==> src/rtl/uart_tx_feeder.sv <==
// uart_tx_feeder: byte FIFO that feeds a UART transmitter one byte per start/done handshake
// Ports:
//   clk, rst      : clock, asynchronous active-high reset
//   i_wr_data     : byte to enqueue, taken when i_wr_en is high and the FIFO is not full
//   i_wr_en       : enqueue strobe
//   o_full        : FIFO holds 2**DEPTH_LOG2 bytes
//   o_empty       : FIFO holds no bytes
//   o_count       : FIFO occupancy
//   o_overflow    : a write was attempted while full
//   o_tx_byte     : byte presented to the transmitter, held until the next pop
//   o_tx_avail    : one-cycle start strobe to the transmitter
//   i_tx_done     : transmitter's one-cycle completion pulse
//   o_busy        : FIFO not empty or a byte is in flight
// Macro UART_TX_FEEDER_OVF_STICKY_EN: o_overflow latches until reset instead of pulsing per drop.
module uart_tx_feeder #(
    parameter int DEPTH_LOG2 = 4
) (
    input  logic                  clk,
    input  logic                  rst,
    input  logic [7:0]            i_wr_data,
    input  logic                  i_wr_en,
    output logic                  o_full,
    output logic                  o_empty,
    output logic [DEPTH_LOG2:0]   o_count,
    output logic                  o_overflow,
    output logic [7:0]            o_tx_byte,
    output logic                  o_tx_avail,
    input  logic                  i_tx_done,
    output logic                  o_busy
);
    localparam int DEPTH = 1 << DEPTH_LOG2;
    localparam int CW = DEPTH_LOG2 + 1;

    typedef enum logic {S_IDLE, S_WAIT} state_t;

    state_t                state, state_nxt;
    logic [7:0]            mem [DEPTH];
    logic [DEPTH_LOG2-1:0] wr_ptr, rd_ptr;
    logic                  wr_acc, drop, pop;
    logic [CW-1:0]         count_nxt;

    always_ff @(posedge clk or posedge rst)
        if (rst) state <= S_IDLE;
        else     state <= state_nxt;

    always_comb
        state_nxt = (state == S_IDLE) ? (o_empty ? S_IDLE : S_WAIT) : (i_tx_done ? S_IDLE : S_WAIT);

    always_comb begin
        pop    = (state == S_IDLE) && !o_empty;
        o_busy = (state == S_WAIT) || !o_empty;
    end

    // Fullness is judged on the registered flag, so a write while full is dropped even if a pop frees a slot this cycle.
    always_comb begin
        wr_acc    = i_wr_en && !o_full;
        drop      = i_wr_en && o_full;
        count_nxt = o_count + CW'(wr_acc) - CW'(pop);
    end

    always_ff @(posedge clk)
        if (wr_acc) mem[wr_ptr] <= i_wr_data;

    always_ff @(posedge clk or posedge rst)
        if (rst) begin
            wr_ptr     <= '0;
            rd_ptr     <= '0;
            o_count    <= '0;
            o_full     <= 1'b0;
            o_empty    <= 1'b1;
            o_tx_avail <= 1'b0;
            o_tx_byte  <= 8'h00;
            o_overflow <= 1'b0;
        end else begin
            wr_ptr     <= wr_ptr + DEPTH_LOG2'(wr_acc);
            rd_ptr     <= rd_ptr + DEPTH_LOG2'(pop);
            o_count    <= count_nxt;
            o_full     <= count_nxt == CW'(DEPTH);
            o_empty    <= count_nxt == '0;
            o_tx_avail <= pop;
            o_tx_byte  <= pop ? mem[rd_ptr] : o_tx_byte;
`ifdef UART_TX_FEEDER_OVF_STICKY_EN
            o_overflow <= o_overflow || drop;
`else
            o_overflow <= drop;
`endif
        end
endmodule

==> config.mk <==
export PLATFORM = sky130hd
export DESIGN_NAME = uart_tx_feeder
export DESIGN_NICKNAME = d
export VERILOG_FILES = /design/src/rtl/uart_tx_feeder.sv
export SDC_FILE = /design/constraint.sdc
export NUM_CORES = 1
export LEC_CHECK = 0
export ABC_AREA = 1
export BUFFER_PORTS_ARGS = -buffer_cell sky130_fd_sc_hd__buf_2
export CORE_MARGIN = 2
export CORE_UTILIZATION = 40
export CTS_CLUSTER_DIAMETER = 80
export DETAILED_ROUTE_END_ITERATION = 8
export HOLD_SLACK_MARGIN = 0.02
export SYNTH_ARGS = -nofsm -noshare
export SYNTH_HDL_FRONTEND = slang
export SYNTH_SLANG_ARGS = --single-unit
export TNS_END_PERCENT = 50
==> constraint.sdc <==
create_clock -name clk -period 2.6 [get_ports clk]
set_input_delay 0 -clock clk [delete_from_list [all_inputs] [get_ports clk]]
set_output_delay 0 -clock clk [all_outputs]
set_load 0.05 [all_outputs]
==> key figures, run 1 <==
Logic synthesis
  – Count of warnings emitted by yosys: 0
  – Synthesized net count: 565
  – Cells after Synth: 545
  – Yosys top cell area share: 61.3%
  – Post-synthesis sequential area ratio: 71.6%
  – Number of enable flip-flop cells after synthesis: 128
  – Most instantiated flip-flop cell in the synthesis netlist: sky130_fd_sc_hd__edfxtp_1
  – Synthesized area per cell: 11.5 sq um
  – Share of synthesized registers carrying an async set or reset: 16.9%
  – Count of state elements after synthesis: 154
  – Most used standard cell by instance count after synthesis: sky130_fd_sc_hd__nand2_1
  – Post-synthesis instance area: 6270 sq um
  – Most common library cells after synthesis: sky130_fd_sc_hd__nand2_1 (206), sky130_fd_sc_hd__edfxtp_1 (128), sky130_fd_sc_hd__nand3_1 (86)
  – Top cells by area, synth: sky130_fd_sc_hd__edfxtp_1 (61%), sky130_fd_sc_hd__nand2_1 (12%), sky130_fd_sc_hd__dfrtp_1 (10%)
  – Biggest area consumer among synthesized cells: sky130_fd_sc_hd__edfxtp_1
  – Number of distinct standard cells referenced by the synthesized netlist: 23

Timing
  – Number of pins exceeding their max-slew limit in the final report: 0
  – Clock Skews: 0.00674 ns
  – Worst Tran Pin Value: 0.989 ns
  – Setup tns final: 0 ns
  – Highest Clock Rate: 454 MHz
  – Post-route clock period utilization: 84.7%
  – Worst max-slew margin expressed relative to the limit: 34.0%
  – Unrepaired setup endpoints after global routing: false
  – Final critical delay including setup and external delays: 2.20 ns
  – Final count of negative-setup-slack endpoints: 0
  – Final hold viol count: 0

Floorplan
  – Io pins: 30
  – Area of the die: 16,700 sq um
  – Chip Height: 129 microns
  – Effective utilization at floorplan: 41.1%
  – Die width: 129 microns
  – Number of rows in the core area: 45
  – Area of the core region: 15,300 sq um

Setup path
  – Crit path capture type: flip-flop
  – Startpoint class of the critical path: flip-flop
  – Required time worst endpoint: 2.95 ns
  – Crit path arrival time: 2.55 ns
  – Crit-path max cell delay: 0.42 ns
  – Slowest cell on the critical path: sky130_fd_sc_hd__fa_1
  – Critical Path, Cell by Cell: o21ai_0 -> nand2_1 -> ha_1 -> fa_1 -> xor2_1 -> nor3_1 -> nand2_1 -> nor2_1
  – Sum of buffers and inverters on the critical path: 0
  – Worst-path fanout max: 4
  – Startpoint-to-endpoint class of the critical path: flip-flop to flip-flop
  – CP dominant cell by count: sky130_fd_sc_hd__nand2_1
  – Cell class contributing the biggest share of worst-path delay: adder cells

Pwr
  – P_int: 5.49 mW
  – Net Sw Frac: 38.7%
  – Clock network fraction of total power: 27.3%
  – Standby leakage power: 2.91 nW
  – Power density of the placed cells: 1230 nW/um^2
  – Combinational share of power: 35.6%
  – Sequential power share: 37.1%
  – Switching component of the power: 3.47 mW
  – Total Power Consumption: 8.96 mW
  – Maximum vdd ir drop: 610 uV

Routing
  – Total Routed Length: 14,500 microns
  – Routed length per instance: 17.9 microns
  – Final routed DRC violation total: 0
  – Pre-antenna DRT Iters: 7
  – Via Count: 4,068
  – Vias per Instance: 5.02
  – Number of DRC markers after the initial detailed-route iteration: 400
  – Post-route ant nets: 0

Clocking
  – Clock insertion delay at the later pin of the skew report: 0.42 ns
  – Cells resized by post-CTS repair: 0
  – Max clock buf depth: 2
  – Clock slew at reported path FFs: 0.06 ns
  – Total number of clock tree sinks: 154
  – Setup Fix Bufs, Post-CTS: 0
  – H-tree depth: 4
  – Number of hold-repair buffers added at the cts stage: 4
  – Root Buffer: sky130_fd_sc_hd__clkbuf_16
  – Number of CTS-inserted buffers: 17
  – Clock tree from TritonCTS: yes

Place
  – Count of port buffers added during placement: 29
  – Placed cell area: 6650 sq um
  – Hpwl dp: 9340 microns
  – RD Place Congestion: 0.919

Finish
  – Filler Cells Inserted: 1,359
  – Number of inserted diodes: 0
  – Post-route cell area: 7280 sq um
  – Fraction of layout cells with a size suffix above 1: 13.2%
  – Area growth syn-to-layout: 16.0%
  – Number of nets in the layout: 606

GRT
  – Antenna violations before repair: 0
  – Via count of the first global-routing pass: 4,034
  – Aggregate global-route resource usage: 18.8%
  – GRT overflow: 0
  – First-pass GRT wire length: 22,700 microns
  – Largest net degree at the start of global routing: 52

Min path
  – Type of the most critical hold path: input port to flip-flop

Job
  – Max Cap Viol: 0

Run status
  – Status: completed
==> layer usage <==
layer | GRT usage, % | share of wire [%]
met5 | 0 | 0
met4 | 7.80 | 2.2
met3 | 4.58 | 7.1
met2 | 29.6 | 48
met1 | 25.3 | 43
==> worst register-to-register path, cell delays in order (launching register included) <==
cell                      delay (ns)
sky130_fd_sc_hd__dfrtp_1        0.40
sky130_fd_sc_hd__o21ai_0        0.41
sky130_fd_sc_hd__nand2_1        0.11
sky130_fd_sc_hd__ha_1           0.23
sky130_fd_sc_hd__fa_1           0.42
sky130_fd_sc_hd__xor2_1         0.17
sky130_fd_sc_hd__nor3_1         0.21
sky130_fd_sc_hd__nand2_1        0.09
sky130_fd_sc_hd__nor2_1         0.11
==> flip-flops by register name, indices dropped and copies added (netlist names) <==
signal,cells
o_full,1
o_tx_byte,8
o_count,5
state,1
mem,128
wr_ptr,4
rd_ptr,4
o_empty,1
o_tx_avail,1
o_overflow,1
==> final timing paths <==
kind	endpoint	cells after the start	slack, ns	start
worst max-delay path	o_empty$_DFF_PP1_	8	0.40	o_full$_DFF_PP0_
worst min-delay path	mem[5][7]$_DFFE_PP_	1	0.03	i_wr_data[7]
worst max register to register	o_empty$_DFF_PP1_	8	0.40	o_full$_DFF_PP0_
worst min register to register	o_tx_byte[6]$_DFFE_PP0P_	2	0.47	o_tx_byte[6]$_DFFE_PP0P_
max in group asynchronous	rd_ptr[0]$_DFF_PP0_	3	1.58	rst
min in group asynchronous	o_overflow$_DFF_PP0_	3	0.36	rst
==> layout by cell type (no fill, tap or decap), types with 3 or more instances in the layout <==
master                            n
sky130_fd_sc_hd__dfrtp_1         24
sky130_fd_sc_hd__a21oi_1         12
sky130_fd_sc_hd__edfxtp_1       128
sky130_fd_sc_hd__nand2_1        206
sky130_fd_sc_hd__ha_1             7
sky130_fd_sc_hd__nor2_1          22
sky130_fd_sc_hd__nand3_1         86
sky130_fd_sc_hd__clkinv_2         6
sky130_fd_sc_hd__clkinvlp_4       3
sky130_fd_sc_hd__dlygate4sd3_1    4
sky130_fd_sc_hd__bufinv_16        3
sky130_fd_sc_hd__buf_4           13
sky130_fd_sc_hd__clkbuf_16       17
sky130_fd_sc_hd__xor2_1           6
sky130_fd_sc_hd__inv_1           14
sky130_fd_sc_hd__buf_2           29
==> power by group through the flow <==
stage / Clock [mW] / Combinational (mW) / Sequential [mW]
final: 2.44 / 3.19 / 3.33
after global routing: 2.58 / 3.55 / 3.37
after CTS: 2.48 / 3.20 / 3.33
after global placement: 0 / 3.14 / 3.37
after detailed placement: 0 / 3.19 / 3.37
after floorplan: 0 / 1.98 / 3.67
==> layout make-up <==
cell class	count	area (sq um)	area share, %
Clock buffer	18	429	5.90
Inverter	17	63.8	0.877
Clock inverter	14	155	2.13
Tap cell	211	264	3.63
Multi-Input combinational cell	349	1570	21.5
Timing Repair Buffer	47	303	4.16
Sequential cell	154	4500	61.8
==> cell families (layout without fill, tap and decap cells) <==
kind of cell	count (synthesis)	count (layout)	synth area share, %
adder cells (fa/ha/maj)	8	8	1.71
AND/OR/NAND/NOR	319	319	21.0
AO/OA/AOI/OAI	14	14	1.12
flip-flops	154	154	71.6
buffers and inverters	42	96	3.41
XOR/XNOR	8	8	1.12
==> through the flow <==
step           instances  util (%)  worst slack, ns  hold WS [ns]
3_5_place_dp         774      43.6            0.416         0.214
3_3_place_gp         774      43.6            0.481         0.205
2_1_floorplan        545         -            0.302        0.0393
5_1_grt              810      47.7            0.140        0.0380
4_1_cts              810      47.7            0.396        0.0221
6_report             810      47.7            0.398        0.0313
(Power assumes the default switching activity.)
==> run 2: changes to the inputs <==
- ABC_AREA: 1 -> 0
- clock period: 2.6 -> 2.01 ns (I/O delays scaled with it)
==> run 2 against run 1 <==
Compared with the run above: the run now ends with negative setup slack left; core utilization up 1.9 points; flip-flop and latch count unchanged; sequential share of layout area down 1.4 points; total power up 30%; combinational power up 31%; via count down 23%; sequential power up 32%; first-iteration DRC count down 54%; count of clock-buffer cells in the layout unchanged; critical endpoint is now o_full$_DFF_PP0_; largest cell class unchanged.
==> key figures, run 2 <==
Setup path
  – Flop-to-flop setup slack: -0.07 ns (-0.46 ns)
  – Startpoint-to-endpoint class of the critical path: flip-flop to flip-flop
  – Required time worst endpoint: 2.34 ns (-0.61 ns)
  – Worst-path fanout max: 4 (unchanged)
  – R2r worst-path depth: 9 (+1)
  – Crit-path max cell delay: 0.64 ns (+0.22 ns)
  – WP depth: 9 (+1)
  – R2r startpoint: o_empty$_DFF_PP1_
  – Crit path arrival time: 2.41 ns (-0.14 ns)
  – Startpoint class of the critical path: flip-flop
  – CP dominant cell by count: sky130_fd_sc_hd__nand2_4
  – Timing startpoint of the critical path: o_empty$_DFF_PP1_
  – Cell class contributing the biggest share of worst-path delay: flip-flops
  – Critical Path, Cell by Cell: nor2_4 -> nand2_4 -> nand2_4 -> ha_4 -> fa_2 -> a21o_1 -> a21oi_2 -> xnor2_2 -> nor3b_2
  – Crit path capture type: flip-flop
  – Sum of buffers and inverters on the critical path: 0 (unchanged)
  – Slowest cell on the critical path: sky130_fd_sc_hd__dfstp_4
  – Reg2Reg Capture Point: o_full$_DFF_PP0_

GRT
  – Aggregate global-route resource usage: 16.1% (-2.7 points)
  – Via count of the first global-routing pass: 3,350 (-17%)
  – Largest net degree at the start of global routing: 27 (-48%)
  – First-pass GRT wire length: 18,800 microns (-17%)
  – GRT overflow: 0 (unchanged)
  – Antenna violations before repair: 0 (unchanged)

Finish
  – Post-layout utilization of the core: 49.6% (+1.9 points)
  – Number of inserted diodes: 0 (unchanged)
  – Number of flip-flops under the largest register name: 128 (unchanged)
  – Number of nets in the layout: 415 (-32%)
  – Post-route cell area: 7460 sq um (+2.5%)
  – Regs by FF count: mem (128), o_tx_byte (8), o_count (5)
  – Area growth syn-to-layout: 22.5%
  – Biggest register: mem
  – Fraction of layout cells with a size suffix above 1: 34.6% (+21 points)
  – Commonest cells after routing, fill and taps aside: sky130_fd_sc_hd__edfxtp_1 (128), sky130_fd_sc_hd__buf_4 (35), sky130_fd_sc_hd__buf_2 (29), sky130_fd_sc_hd__dfrtp_1 (24), sky130_fd_sc_hd__mux4_2 (22)
  – Commonest non-fill, non-tap cell in the layout: sky130_fd_sc_hd__edfxtp_1

Place
  – Placed cell area: 6730 sq um (+1.1%)
  – RD Place Congestion: 0.739 (-20%)
  – Count of port buffers added during placement: 29 (unchanged)
  – Hpwl dp: 7850 microns (-16%)

Floorplan
  – Area of the core region: 15,000 sq um (-1.5%)
  – Chip Height: 127 microns (-1.4%)
  – Area of the die: 16,200 sq um (-2.9%)
  – Number of rows in the core area: 45 (unchanged)
  – Io pins: 30 (unchanged)
  – Effective utilization at floorplan: 40.5% (-0.62 points)
  – Die width: 127 microns (-1.4%)

Pwr
  – Power density of the placed cells: 1560 nW/um^2 (+27%)
  – Standby leakage power: 2.70 nW (-7.1%)
  – Maximum vdd ir drop: 1000 uV (+64%)

Clocking
  – Root Buffer: sky130_fd_sc_hd__clkbuf_16
  – Clock insertion delay at the later pin of the skew report: 0.41 ns (about the same)
  – Number of CTS-inserted buffers: 17 (unchanged)
  – Total number of clock tree sinks: 154 (unchanged)
  – H-tree depth: 4 (unchanged)
  – Clock slew at reported path FFs: 0.06 ns (about the same)
  – Clock tree from TritonCTS: yes
  – Max clock buf depth: 2 (unchanged)

Run status
  – Status: finished with violations
  – Violated checks: negative setup slack

Logic synthesis
  – Most instantiated flip-flop cell in the synthesis netlist: sky130_fd_sc_hd__edfxtp_1
  – Count of state elements after synthesis: 154 (unchanged)
  – Most common library cells after synthesis: sky130_fd_sc_hd__edfxtp_1 (128), sky130_fd_sc_hd__dfrtp_1 (25), sky130_fd_sc_hd__mux4_2 (22)
  – Synthesized net count: 333 (-41%)
  – Cells after Synth: 313 (-43%)
  – Number of distinct standard cells referenced by the synthesized netlist: 41 (+78%)
  – Count of warnings emitted by yosys: 0 (unchanged)
  – Post-synthesis sequential area ratio: 73.8% (+2.2 points)
  – Most used standard cell by instance count after synthesis: sky130_fd_sc_hd__edfxtp_1
  – Share of synthesized registers carrying an async set or reset: 16.9% (unchanged)
  – Synthesized area per cell: 19.5 sq um (+69%)
  – Post-synthesis instance area: 6090 sq um (-3.0%)
  – Yosys top cell area share: 63.1% (+1.9 points)
  – Biggest area consumer among synthesized cells: sky130_fd_sc_hd__edfxtp_1
  – Number of enable flip-flop cells after synthesis: 128 (unchanged)
  – Top cells by area, synth: sky130_fd_sc_hd__edfxtp_1 (63%), sky130_fd_sc_hd__dfrtp_1 (10%), sky130_fd_sc_hd__mux4_2 (8.1%)

Routing
  – Via Count: 3,118 (-23%)
  – Post-route ant nets: 0 (unchanged)
  – Number of DRC markers after the initial detailed-route iteration: 183 (-54%)
  – Routed length per instance: 20.1 microns (+12%)
  – Final routed DRC violation total: 0 (unchanged)
  – Pre-antenna DRT Iters: 4 (-3)
  – Vias per Instance: 5.23 (+4.2%)
  – Total Routed Length: 12,000 microns (-17%)

Timing
  – Final count of negative-setup-slack endpoints: 3 (+3)
  – Unrepaired setup endpoints after global routing: true
  – Worst max-slew margin expressed relative to the limit: 70.6% (+37 points)
  – Setup tns final: -0.0945 ns (-0.0945 ns)
  – Post-route setup slack: -0.0658 ns (-0.464 ns)
  – Worst Tran Pin Value: 0.441 ns (-0.548 ns)
  – Post-route clock period utilization: 103% (+19 points)
  – Number of pins exceeding their max-slew limit in the final report: 0 (unchanged)
  – Final hold viol count: 0 (unchanged)
  – Clock Skews: 0.00604 ns (-0.000706 ns)
  – Highest Clock Rate: 482 MHz (+6.1%)
  – Final critical delay including setup and external delays: 2.08 ns (-0.126 ns)

Min path
  – Type of the most critical hold path: input port to asynchronous set/reset pin

Job
  – Max Cap Viol: 0 (unchanged)
-- run 2: changes by cell type in the layout (fill, tap and decap cells not counted), sizes merged, moves of 7 or more --
cell         delta
mux4           +29
mux2i          +13
nand2         -201
dlygate4sd3     +7
buf            +24
a21oi           -9
nand3          -83
nor2           -10
a31oi           +8
-- run 2: worst max path at each step --
stage                       end  slack (ns)
3_3_place_gp   o_full$_DFF_PP0_       -0.11
3_5_place_dp   o_full$_DFF_PP0_       -0.18
2_1_floorplan  o_full$_DFF_PP0_       -0.32
5_1_grt        o_full$_DFF_PP0_       -0.15
6_report       o_full$_DFF_PP0_       -0.07
4_1_cts        o_full$_DFF_PP0_       -0.09
-- run 2: area by class of cell --
class | instances | area (sq um)
clock buffer | 18 | 429
clock inverter | 14 | 145
fill | 1202 | 7580
inverter | 7 | 26.3
multi-input combinational | 137 | 1540
sequential | 154 | 4500
tap | 188 | 235
timing repair buffer | 78 | 578
-- run 2: logic make-up (layout without fill, tap and decap cells) --
kind of cell / after synthesis / after routing / synth area share (%)
AOI/OAI and AO/OA: 31 / 31 / 3.45
adders and majority gates: 8 / 8 / 1.77
DFF: 154 / 154 / 73.8
xor gates and xnor gates: 9 / 9 / 1.29
buffers and inverters: 22 / 117 / 2.01
muxes: 47 / 47 / 14.2
and+or+nand+nor: 42 / 42 / 3.43
-- run 2: tightest hold or removal path, stage by stage --
cell and delay (ns):
sky130_fd_sc_hd__dlygate4sd3_1 0.53, sky130_fd_sc_hd__buf_2 0.12, sky130_fd_sc_hd__inv_1 0.04, sky130_fd_sc_hd__buf_4 0.32
-- run 2: metrics by stage --
| step | power, mW | hold slack, ns | setup WS, ns | cells |
|---|---|---|---|---|
| 2_1_floorplan | 7.27 | 0.0392 | -0.323 | 313 |
| 3_3_place_gp | 8.44 | 0.0806 | -0.110 | 552 |
| 3_5_place_dp | 8.52 | 0.0932 | -0.176 | 552 |
| 5_1_grt | 12.3 | 0.239 | -0.148 | 596 |
| 4_1_cts | 11.8 | 0.202 | -0.0925 | 596 |
| 6_report | 11.7 | 0.190 | -0.0658 | 596 |
-- run 2: where the power goes --
| group | switching (mW) | internal, mW |
|---|---|---|
| combinational | 2.32 | 1.87 |
| sequential | 0.369 | 4.03 |
| clock | 1.23 | 1.83 |
| total | 3.92 | 7.73 |
-- run 2: metal layers --
metal / GRT usage (%) / part of all wire (%) / vias to the layer above
met1: 20.8 / 44 / 1619
met5: 0 / 0 / -
met4: 4.72 / 1.0 / 0
li1: - / - / 1428
met2: 27.1 / 50 / 63
met3: 4.27 / 4.7 / 8
-- run 2: timing repair --
action,in CTS,in global routing
pin swaps,7,3
setup endpoints to repair,2,3
hold buffers,11,0
hold endpoints to repair,156,0
setup buffers,1,0
gates cloned,0,0
gates resized for setup,8,0
